$ cat src/rtl/mac_psum_pkg.sv
// Shared types, default widths and the saturate/truncate helper for the partial-sum accumulator.
package mac_psum_pkg;

  localparam int unsigned DefInWidth  = 27;
  localparam int unsigned DefAccWidth = 40;
  localparam int unsigned DefOutWidth = 32;
  localparam int unsigned DefCntWidth = 4;

  // Widest accumulator the helper supports; callers sign-extend into this width.
  localparam int unsigned MaxAccWidth = 64;

  typedef enum logic [1:0] {IDLE, ACCUM, DONE} psum_state_t;

  // Returns {ovf, value}: value is the OUT_WIDTH result sign-extended to MaxAccWidth,
  // ovf flags that acc does not fit in out_width signed bits.
  function automatic logic [MaxAccWidth:0] sat_trunc(input logic signed [MaxAccWidth-1:0] acc,
                                                     input int unsigned out_width,
                                                     input bit sat_en);
    logic signed [MaxAccWidth-1:0] hi;
    logic signed [MaxAccWidth-1:0] lo;
    logic signed [MaxAccWidth-1:0] res;
    logic                          ovf;
    hi  = (MaxAccWidth'(1) <<< (out_width - 1)) - MaxAccWidth'(1);
    lo  = -hi - MaxAccWidth'(1);
    ovf = (acc > hi) || (acc < lo);
    if (sat_en && ovf) begin
      res = acc[MaxAccWidth-1] ? lo : hi;
    end else begin
      res = (acc <<< (MaxAccWidth - out_width)) >>> (MaxAccWidth - out_width);
    end
    return {ovf, res};
  endfunction

endpackage

$ cat src/rtl/mac_psum_out_reduce.sv
// Combinational ACC_WIDTH -> OUT_WIDTH reduction (clamp or wrap) with overflow detect.
module mac_psum_out_reduce
  import mac_psum_pkg::*;
#(
  parameter int unsigned ACC_WIDTH = DefAccWidth,
  parameter int unsigned OUT_WIDTH = DefOutWidth,
  parameter bit          SAT_EN    = 1'b0
) (
  input  logic signed [ACC_WIDTH-1:0] acc_i,
  output logic signed [OUT_WIDTH-1:0] data_o,
  output logic                        ovf_o
);

  logic [MaxAccWidth:0] res;

  always_comb begin
    res = sat_trunc(MaxAccWidth'(acc_i), OUT_WIDTH, SAT_EN);
  end

  assign data_o = res[OUT_WIDTH-1:0];
  assign ovf_o  = res[MaxAccWidth];

  // Upper bits only repeat the sign of data_o.
  logic unused_res;
  assign unused_res = ^res[MaxAccWidth-1:OUT_WIDTH];

endmodule

$ cat src/rtl/mac_psum_accumulator.sv
// Accumulates a programmable number of reduction beats (plain sum or MSB-first bit-serial)
// and holds the result on a valid/ready port. Define MAC_PSUM_SAT_EN for clamped output.
module mac_psum_accumulator
  import mac_psum_pkg::*;
#(
  parameter int unsigned IN_WIDTH  = DefInWidth,
  parameter int unsigned ACC_WIDTH = DefAccWidth,
  parameter int unsigned OUT_WIDTH = DefOutWidth,
  parameter int unsigned CNT_WIDTH = DefCntWidth
) (
  input  logic                        clk,
  input  logic                        reset,
  input  logic                        start,
  input  logic [CNT_WIDTH-1:0]        num_beats,
  input  logic                        bit_serial,
  input  logic                        in_valid,
  output logic                        in_ready,
  input  logic signed [IN_WIDTH-1:0]  in_data,
  input  logic                        in_neg,
  output logic                        out_valid,
  input  logic                        out_ready,
  output logic signed [OUT_WIDTH-1:0] out_data,
  output logic                        busy
`ifdef MAC_PSUM_SAT_EN
  ,
  output logic                        sat_flag
`endif
);

`ifdef MAC_PSUM_SAT_EN
  localparam bit SatEn = 1'b1;
`else
  localparam bit SatEn = 1'b0;
`endif

  psum_state_t                 state_q, state_d;
  logic signed [ACC_WIDTH-1:0] acc_q, acc_d;
  logic [CNT_WIDTH-1:0]        cnt_q, cnt_d;
  logic [CNT_WIDTH-1:0]        num_beats_q, num_beats_d;
  logic                        bit_serial_q, bit_serial_d;
  logic signed [ACC_WIDTH-1:0] term;
  logic                        ovf;

  always_comb begin
    state_d      = state_q;
    acc_d        = acc_q;
    cnt_d        = cnt_q;
    num_beats_d  = num_beats_q;
    bit_serial_d = bit_serial_q;
    term         = ACC_WIDTH'(in_data);
    if (in_neg) begin
      term = -term;
    end
    unique case (state_q)
      IDLE: begin
        if (start) begin
          state_d      = ACCUM;
          num_beats_d  = num_beats;
          bit_serial_d = bit_serial;
          acc_d        = '0;
          cnt_d        = '0;
        end
      end
      ACCUM: begin
        if (in_valid) begin
          acc_d = (bit_serial_q ? (acc_q <<< 1) : acc_q) + term;
          cnt_d = cnt_q + 1'b1;
          if (cnt_q == num_beats_q) begin
            state_d = DONE;
          end
        end
      end
      DONE: begin
        if (out_ready) begin
          state_d = IDLE;
          // Consume and restart in the same cycle keeps back-to-back jobs at one bubble.
          if (start) begin
            state_d      = ACCUM;
            num_beats_d  = num_beats;
            bit_serial_d = bit_serial;
            acc_d        = '0;
            cnt_d        = '0;
          end
        end
      end
      default: state_d = IDLE;
    endcase
  end

  always_ff @(posedge clk or posedge reset) begin
    if (reset) begin
      state_q      <= IDLE;
      acc_q        <= '0;
      cnt_q        <= '0;
      num_beats_q  <= '0;
      bit_serial_q <= 1'b0;
    end else begin
      state_q      <= state_d;
      acc_q        <= acc_d;
      cnt_q        <= cnt_d;
      num_beats_q  <= num_beats_d;
      bit_serial_q <= bit_serial_d;
    end
  end

  mac_psum_out_reduce #(
    .ACC_WIDTH (ACC_WIDTH),
    .OUT_WIDTH (OUT_WIDTH),
    .SAT_EN    (SatEn)
  ) u_out_reduce (
    .acc_i  (acc_q),
    .data_o (out_data),
    .ovf_o  (ovf)
  );

  assign in_ready  = (state_q == ACCUM);
  assign out_valid = (state_q == DONE);
  assign busy      = (state_q != IDLE);

`ifdef MAC_PSUM_SAT_EN
  assign sat_flag = out_valid & ovf;
`else
  logic unused_ovf;
  assign unused_ovf = ovf;
`endif

endmodule

$ cat config.mk
export PLATFORM = sky130hd
export DESIGN_NAME = mac_psum_accumulator
export DESIGN_NICKNAME = d
export VERILOG_FILES = /design/src/rtl/mac_psum_pkg.sv /design/src/rtl/mac_psum_out_reduce.sv /design/src/rtl/mac_psum_accumulator.sv
export SDC_FILE = /design/constraint.sdc
export NUM_CORES = 1
export LEC_CHECK = 0
export ABC_CLOCK_PERIOD_IN_PS = 5300
export BUFFER_PORTS_ARGS = -buffer_cell sky130_fd_sc_hd__buf_4
export CAP_MARGIN = 20
export CORE_AREA = 3 3 137 139
export DETAILED_ROUTE_END_ITERATION = 8
export DIE_AREA = 0 0 140 142
export GPL_ROUTABILITY_DRIVEN = 0
export HOLD_SLACK_MARGIN = 0.1
export PLACE_DENSITY_LB_ADDON = 0.3
export SYNTH_ARGS = -nofsm -noshare
export SYNTH_HDL_FRONTEND = slang
export SYNTH_HIERARCHICAL = 1
export SYNTH_SLANG_ARGS = --single-unit
$ cat constraint.sdc
create_clock -name clk -period 5.3 [get_ports clk]
set_input_delay 0 -clock clk [delete_from_list [all_inputs] [get_ports clk]]
set_output_delay 0 -clock clk [all_outputs]
set_load 0.02 [all_outputs]
==> results of run 1 <==
## flip-flops by register name, summed over array words and instances (netlist names)
signal / cells
num_beats_q: 4
state_q: 2
cnt_q: 4
bit_serial_q: 1
acc_q: 32
## layout make-up
| type | instances | area share |
|---|---|---|
| multi-input combinational | 394 | 0.5708 |
| sequential | 43 | 0.2093 |
| timing repair buffer | 84 | 0.1276 |
| tap | 229 | 0.05574 |
| clock buffer | 5 | 0.02434 |
| inverter | 10 | 0.007303 |
| clock inverter | 3 | 0.004869 |
## layer usage
metal | vias to the layer above | GRT usage
met2 | 68 | 0.2023
met4 | 0 | 0.03468
li1 | 1844 | -
met5 | - | 0
met3 | 10 | 0.02218
met1 | 1772 | 0.1560
## power breakdown
part	switching [uW]	internal [uW]
Sequential	159	484
Combinational	1270	1050
Clock	152	177
Total	1580	1710
## critical path: cells and delay by family
kind / cells / cell delay, ns
AO/OA/AOI/OAI: 7 / 1.40
AND/OR/NAND/NOR: 4 / 1.00
buffers and inverters: 3 / 0.76
adder cells (fa/ha/maj): 2 / 0.64
XOR/XNOR: 2 / 0.26
## metrics by stage
step                        util  worst slack [ns]  hold WS (ns)  std cells  instance area [um2]
after floorplan                -             1.664        0.1517        501                 4363
after global placement    0.2750             1.349        0.1935        750                 4890
after detailed placement  0.2750             1.311        0.2052        750                 4890
after CTS                 0.2891             1.393        0.2945        768                 5140
after global routing      0.2891             1.098        0.3192        768                 5140
final                     0.2891             1.384        0.2922        768                 5140
## path summary, 6_finish.rpt
path	start	end	slack, ns	cells after the start
max reg2reg	bit_serial_q	acc_q[26]	1.53	12
max	in_data[0]	acc_q[31]	1.38	18
min in group asynchronous	reset	num_beats_q[2]	0.40	4
min reg2reg	acc_q[31]	acc_q[31]	0.52	2
min	start	cnt_q[3]	0.29	3
max in group asynchronous	reset	acc_q[16]	4.49	4
## cell usage in the layout, fill, tap and decap left out, drive strengths merged, types with 2 or more instances in the layout
cell / n
a211oi: 2
a21o: 17
a21oi: 26
a221oi: 2
a22o: 6
a31oi: 7
and2: 2
and3: 3
and4: 2
buf: 74
clkbuf: 5
clkinv: 3
dfrtp: 43
dlygate4sd3: 10
ha: 34
inv: 9
mux2: 36
nand2: 59
nand2b: 4
nand3: 6
nand4: 7
nor2: 12
nor2b: 4
nor3: 6
o211ai: 2
o21ai: 47
o21bai: 9
o22ai: 2
o31ai: 12
o41ai: 2
or2: 3
or3: 7
or4: 2
xnor2: 45
xor2: 17
==> qor.yml, run 1 <==
routing:
  wl_per_cell_um: 15.52
  vias_per_cell: 4.810
  wl_met3_um: 487
  antenna_left: 0
  highest_layer: "met4"
  routed_wl_um: 11920
  first_pass_iters: 4
  drc: 0
  met1Wirelength_um: 5567
  drt_iter0_markers: 152
  dr_total_vias: 3694
  met2WireLength_um: 5703
floorplan:
  rows: 49
  chipHeight_um: 142
  die_w_um: 140
  die_area_um2: 19880
  coreArea_um2: 17780
  pin_count: 73
  start_util: 0.2454
timing:
  finalSetupViolations: 0
  min_period_over_period: 0.7389
  worst_slew_pin_slew_ns: 0.9302
  skew_ns: 0.007512
  fmax_mhz: 255.3
  rsz0062_at_grt: "no"
  fin_crit_ns: 3.916
  maxSlewHeadroom: 0.3784
  tns_ns: 0
  hold_viol_final: 0
  finalMaxSlewViolations: 0
critical_path:
  required_ns: 5.44
  cp_slowest_cell: "dlygate4sd3_1"
  endpoint_kind: "register"
  max_stage_delay_ns: 0.53
  cp-start-kind: "input pin"
  crit_type: "in2reg"
  worstPathArrival_ns: 4.06
  path_max_fanout: 11
  crit_chain: "dlygate4sd3_1, buf_4, inv_1, ha_1, nand2_1, or3_4, or2_4, o41ai_1, xnor2_1, ha_1, a21o_1, a31oi_1, o22ai_1, nor3_1, o31ai_1, a221o_2, xnor2_1, o21ai_0"
clock_tree:
  h-tree-depth: 2
  cts_tree: "built"
  clock_sink_count: 43
  cts_setup_buffers: 0
  numCtsBuffers: 5
  clk_pin_slew_ns: 0.07
  clk_path_buf_depth: 2
  insertion_delay_ns: 0.30
  cts_root_buf: "clkbuf_16"
  cts-resized-gates: 0
  cts_hold_buf: 10
layout:
  drive_above_1_share: 0.2468
  seq_area_um2: 1076
  diodes: 0
  fillers: 1947
  layout.nets: 611
  area_growth_pct: 17.81
  multi_input_area_um2: 2934
outcome:
  status: "completed"
power_and_ir_drop:
  finalPower_uw: 3292
  peakVddDrop_mv: 0.2366
  cellLeakagePower_uw: 0.002280
  power_density_nw_per_um2: 640.5
hold_path:
  min_path_type: "in2reg"
grt:
  grt_use_total: 0.1194
  grt_overflow_total: 0
  grt_pass1_vias: 3770
  grt_max_degree: 44
  grt_pass1_wl_um: 19280
  antenna_found_initial: 0
synthesis:
  syn-cell-area_um2: 4363
  syn_inst: 501
  avgSynthCellArea_um2: 8.708
  ys_warn_count: 6
  synth_nets: 574
run:
  maxCapViolCount: 0
place:
  io_buffers: 72
  hpwl_um: 9168
No activity file was read; power rests on OpenSTA's default activity.
==> inputs of run 2 (changes only) <==
--- a/config.mk
+++ b/config.mk
@@ -5,12 +5,13 @@
 export SDC_FILE = /design/constraint.sdc
 export NUM_CORES = 1
 export LEC_CHECK = 0
-export ABC_CLOCK_PERIOD_IN_PS = 5300
+export ABC_AREA = 1
+export ABC_CLOCK_PERIOD_IN_PS = 3870
 export BUFFER_PORTS_ARGS = -buffer_cell sky130_fd_sc_hd__buf_4
 export CAP_MARGIN = 20
-export CORE_AREA = 3 3 137 139
+export CORE_AREA = 3 3 154 156
 export DETAILED_ROUTE_END_ITERATION = 8
-export DIE_AREA = 0 0 140 142
+export DIE_AREA = 0 0 157 159
 export GPL_ROUTABILITY_DRIVEN = 0
 export HOLD_SLACK_MARGIN = 0.1
 export PLACE_DENSITY_LB_ADDON = 0.3
==> constraint.sdc (replaced) <==
create_clock -name clk -period 3.87 [get_ports clk]
set_input_delay 0 -clock clk [delete_from_list [all_inputs] [get_ports clk]]
set_output_delay 0 -clock clk [all_outputs]
set_load 0.02 [all_outputs]
==> run 2 against run 1 <==
Net effect:
- combinational power rose by 25%
- synthesized area grew 28%
- utilization is 0.38 points lower
- non-clock buffer count grew 1
- power grew 27%
- clock-buffer cell count is the same
- critical path depth increased by 4
- sequential share of layout area down 4.2 points
- hold slack lost 0.17 ns
- via count increased by 50%
- largest power group unchanged
==> qor.yml, run 2 <==
outcome:
  status: "completed"
hold_path:
  holdCritStartpoint: "start"
  hold_depth: 4
  min_path_type: "in2reg"
floorplan:
  die_area_um2: 24960
  coreArea_um2: 22500
  rows: 55
  pin_count: 73
  die_w_um: 157
  chipHeight_um: 159
  start_util: 0.2478
critical_path:
  required_ns: 4.07
  crit_type: "in2reg"
  critPathLaunch: "in_data[0]"
  r2r_end: "acc_q[12]"
  cp-start-kind: "input pin"
  r2r_cells: 8
  r2r_start: "bit_serial_q"
  path_max_fanout: 5
  endpoint_kind: "register"
  reg2reg_slack_ns: 0.84
  crit_end: "acc_q[27]"
  worstPathArrival_ns: 3.28
grt:
  grt_use_total: 0.1390
  grt_max_degree: 45
  antenna_found_initial: 0
  grt_overflow_total: 0
  grt_pass1_vias: 5188
  grt_pass1_wl_um: 27500
layout:
  largest_reg_flops: 32
  reg_top3: "acc_q: 32 flops, cnt_q: 4 flops, num_beats_q: 4 flops"
  layout_common_cells: "nand2_1 (284), inv_1 (159), nor2_1 (85)"
  drive_above_1_share: 0.1608
  top_register: "acc_q"
  layout.nets: 1042
  layout_commonest_cell: "nand2_1"
  area_growth_pct: 15.15
  fillers: 2505
  diodes: 0
clock_tree:
  insertion_delay_ns: 0.30
  cts-resized-gates: 0
  clock_sink_count: 43
  cts_tree: "built"
  numCtsBuffers: 5
  h-tree-depth: 2
  cts_hold_buf: 9
  clk_pin_slew_ns: 0.07
  cts_setup_buffers: 0
  clk_path_buf_depth: 2
  cts_root_buf: "clkbuf_16"
timing:
  rsz0062_at_grt: "no"
  finalMaxSlewViolations: 0
  finalSetupViolations: 0
  tns_ns: 0
  worst_slew_pin_slew_ns: 0.7751
  setup_ws_ns: 0.7916
  hold_viol_final: 0
  fmax_mhz: 324.8
  skew_ns: 0.01097
  maxSlewHeadroom: 0.4832
  min_period_over_period: 0.7955
  fin_crit_ns: 3.078
synthesis:
  syn-cell-area_um2: 5575
  avgSynthCellArea_um2: 6.001
  synth_nets: 1002
  syn_inst: 929
  ys_warn_count: 6
power_and_ir_drop:
  finalPower_uw: 4192
  peakVddDrop_mv: 0.1797
  cellLeakagePower_uw: 0.003389
  power_density_nw_per_um2: 652.9
place:
  hpwl_um: 14270
  dp_slack_ns: 0.9066
  io_buffers: 72
routing:
  drt_iter0_markers: 309
  antenna_left: 0
  drc: 0
  dr_total_vias: 5548
  vias_per_cell: 4.421
  routed_wl_um: 17300
  wl_per_cell_um: 13.78
  first_pass_iters: 5
run:
  maxCapViolCount: 0
## run 2: layout make-up
type / instances / area [um2] / share of cell area
clock buffers: 5 / 125.1 / 0.01949
clock inverters: 3 / 23.77 / 0.003703
inverters: 172 / 645.6 / 0.1006
multi-input cells: 662 / 3518 / 0.5480
flip-flops and latches: 43 / 1077 / 0.1678
well taps: 285 / 356.6 / 0.05554
repair buffers: 85 / 673.1 / 0.1049
## run 2: worst min-delay path by stage
stage,slack (ns),to
4_1_cts,0.11,cnt_q[2]
2_1_floorplan,0.12,num_beats_q[2]
3_5_place_dp,0.21,num_beats_q[2]
5_1_grt,0.14,num_beats_q[3]
3_3_place_gp,0.20,num_beats_q[0]
6_report,0.12,cnt_q[2]
## run 2: stage by stage
stage / hold WS [ns] / util / instance area [um2] / std cells
floorplan: 0.1166 / - / 5575 / 929
global placement: 0.2040 / 0.2738 / 6161 / 1237
detailed placement: 0.2094 / 0.2738 / 6161 / 1237
CTS: 0.1081 / 0.2844 / 6400 / 1254
global route: 0.1381 / 0.2853 / 6420 / 1255
finish: 0.1175 / 0.2853 / 6420 / 1255
## run 2: power breakdown
group | internal [uW] | leakage [uW] | switching, uW
sequential | 612 | 0.000561 | 211
combinational | 1010 | 0.00276 | 1900
clock | 242 | 0.0000664 | 217
total | 1860 | 0.00339 | 2330
## run 2: metal layers
layer / wire (um) / vias up / share of wire / track usage
met1: 8779 / 2460 / 0.51 / 0.2097
met4: 211 / 0 / 0.012 / 0.03064
met3: 920 / 11 / 0.053 / 0.01577
met5: 0 / - / 0 / 0
li1: - / 2910 / - / -
met2: 7386 / 167 / 0.43 / 0.2116
## run 2: worst max-delay path, stage by stage
cell,delay [ns]
dlygate4sd3_1,0.54
buf_4,0.15
inv_1,0.07
ha_1,0.21
nand3_4,0.11
nor2_2,0.15
nand2_2,0.08
nor2_4,0.16
inv_1,0.08
o21ai_1,0.14
xor2_1,0.22
ha_1,0.32
nand2_1,0.14
inv_2,0.06
nand2_1,0.12
inv_2,0.05
a21oi_1,0.22
nor2_1,0.08
nor2_1,0.13
nand3_1,0.09
nand3_1,0.10
nand2_1,0.05
==> inputs of run 3 (changes only) <==
--- a/config.mk
+++ b/config.mk
@@ -6,7 +6,7 @@
 export NUM_CORES = 1
 export LEC_CHECK = 0
 export ABC_AREA = 1
-export ABC_CLOCK_PERIOD_IN_PS = 3870
+export ABC_CLOCK_PERIOD_IN_PS = 3100
 export BUFFER_PORTS_ARGS = -buffer_cell sky130_fd_sc_hd__buf_4
 export CAP_MARGIN = 20
 export CORE_AREA = 3 3 154 156
==> constraint.sdc (replaced) <==
create_clock -name clk -period 3.1 [get_ports clk]
set_input_delay 0 -clock clk [delete_from_list [all_inputs] [get_ports clk]]
set_output_delay 0 -clock clk [all_outputs]
set_load 0.02 [all_outputs]
==> run 3 against run 2 <==
Net effect:
- global-route usage decreased by 0.055 points
- die area did not move
- highest routed layer unchanged
- first-iteration DRC count down 19%
- wire length down 1.7%
- register-to-register slack worse by 0.48 ns
- critical path depth shrank 10
- cell count increased by 0.32%
- final area rose by 0.51%
- setup slack lost 0.44 ns
- non-clock buffer count rose by 4
- clock power rose by 25%
==> qor.yml, run 3 (synthesized netlist as in run 2, its figures left out) <==
hold_path:
  min_path_type: "in2reg"
  hold_end: "cnt_q[2]"
  hold_depth: 4
  holdCritStartpoint: "start"
power_and_ir_drop:
  power_density_nw_per_um2: 809.6
  peakVddDrop_mv: 0.2477
  cellLeakagePower_uw: 0.003406
routing:
  drc: 0
  met1Wirelength_um: 8815
  highest_layer: "met4"
  first_pass_iters: 5
  dr_total_vias: 5491
  routed_wl_um: 17000
  vias_per_cell: 4.361
  drt_iter0_markers: 250
  wl_met3_um: 802
  wl_per_cell_um: 13.51
  antenna_left: 0
  met2WireLength_um: 7174
timing:
  fin_crit_ns: 2.745
  skew_ns: 0.01498
  min_period_over_period: 0.8855
  hold_viol_final: 0
  finalSetupViolations: 0
  whs_ns: 0.1039
  maxSlewHeadroom: 0.6476
  rsz0062_at_grt: "no"
  tns_ns: 0
  finalMaxSlewViolations: 0
  fmax_mhz: 364.3
  worst_slew_pin_slew_ns: 0.5231
layout:
  reg_top3: "acc_q: 32 flops, cnt_q: 4 flops, num_beats_q: 4 flops"
  layout_common_cells: "nand2_1 (284), inv_1 (159), nor2_1 (85)"
  design_area_um2: 6452
  fin_util: 0.2867
  drive_above_1_share: 0.1632
  top_register: "acc_q"
  area_growth_pct: 15.73
  diodes: 0
  layout.nets: 1046
  fillers: 2554
  layout_commonest_cell: "nand2_1"
  largest_reg_flops: 32
floorplan:
  pin_count: 73
  rows: 55
  die_area_um2: 24960
  die_w_um: 157
  chipHeight_um: 159
  coreArea_um2: 22500
  start_util: 0.2478
place:
  place_area_um2: 6183
  io_buffers: 72
  hpwl_um: 14000
critical_path:
  required_ns: 3.29
  cp_num_buf_inv: 2
  r2r_cells: 12
  path_max_fanout: 29
  crit_type: "reg2reg"
  cp-start-kind: "register"
  worstPathArrival_ns: 2.94
  path_delay_family: "simple AND/OR/NAND/NOR gates"
  cp_slowest_cell: "dfrtp_2"
  endpoint_kind: "register"
  crit_chain: "buf_4, o21ai_0, ha_1, nand2_1, inv_1, a21oi_1, and2_1, nor2_1, nor2_1, nand3_1, nand3_1, nand2_1"
  reg2reg_slack_ns: 0.36
  max_stage_delay_ns: 0.66
  r2r_end: "acc_q[29]"
  r2r_start: "bit_serial_q"
run:
  maxCapViolCount: 0
clock_tree:
  cts_setup_buffers: 0
  cts-resized-gates: 0
  h-tree-depth: 2
  clk_pin_slew_ns: 0.07
  numCtsBuffers: 5
  clk_path_buf_depth: 2
  clock_sink_count: 43
  cts_tree: "built"
  insertion_delay_ns: 0.31
  cts_root_buf: "clkbuf_16"
grt:
  grt_use_total: 0.1384
  antenna_found_initial: 0
  grt_max_degree: 44
  grt_pass1_vias: 5268
  grt_overflow_total: 0
  grt_pass1_wl_um: 27700
outcome:
  status: "completed"
run 3: cell count changes in the layout (fill, tap and decap cells not counted):
cell / change
buf_4: +3
dlygate4sd3_1: +1
run 3: cell type report:
type                       count  area (um2)  area share
timing repair buffer          89       705.7      0.1094
multi-input combinational    662        3518      0.5453
clock inverter                 3       23.77    0.003684
tap                          285       356.6     0.05526
sequential                    43        1077      0.1670
inverter                     172       645.6      0.1001
clock buffer                   5       125.1     0.01939
run 3: metrics by stage:
step                      cells  power (uW)  setup slack [ns]
after floorplan             929        3765            0.7198
after global placement     1240        4628            0.2437
after detailed placement   1240        4651            0.1908
after CTS                  1258        5269            0.3294
after global routing       1259        5814          0.006736
final                      1259        5224            0.3550
run 3: routing by layer:
| metal | track usage | vias to the layer above |
|---|---|---|
| met5 | 0 | - |
| met4 | 0.02706 | 0 |
| met3 | 0.01767 | 10 |
| met2 | 0.2088 | 129 |
| met1 | 0.2107 | 2432 |
| li1 | - | 2920 |
run 3: worst register-to-register path: cells and delay by family (launching register included):
family,cells,cell delay [ns]
flip-flops,1,0.66
adder cells (fa/ha/maj),1,0.36
buffers and inverters,2,0.45
AO/OA/AOI/OAI,2,0.36
AND/OR/NAND/NOR,7,0.81
run 3: where the power goes:
group          internal [uW]  switching (uW)
combinational           1270            2380
clock                    303             272
sequential               764             229
total                   2340            2880
run 3: worst max-delay path by stage:
stage / slack (ns) / to / startpoint / cells after the start
6_report: 0.36 / acc_q[29] / bit_serial_q / 12
5_1_grt: 0.007 / acc_q[28] / bit_serial_q / 14
4_1_cts: 0.33 / acc_q[28] / bit_serial_q / 12
3_5_place_dp: 0.19 / acc_q[28] / in_data[0] / 20
3_3_place_gp: 0.24 / acc_q[28] / in_data[0] / 20
2_1_floorplan: 0.72 / acc_q[30] / bit_serial_q / 16
run 3: what timing repair did:
action,in CTS,in global routing
endpoints found under the hold margin,51,0
endpoints found under the setup margin,0,0
hold buffers,10,0
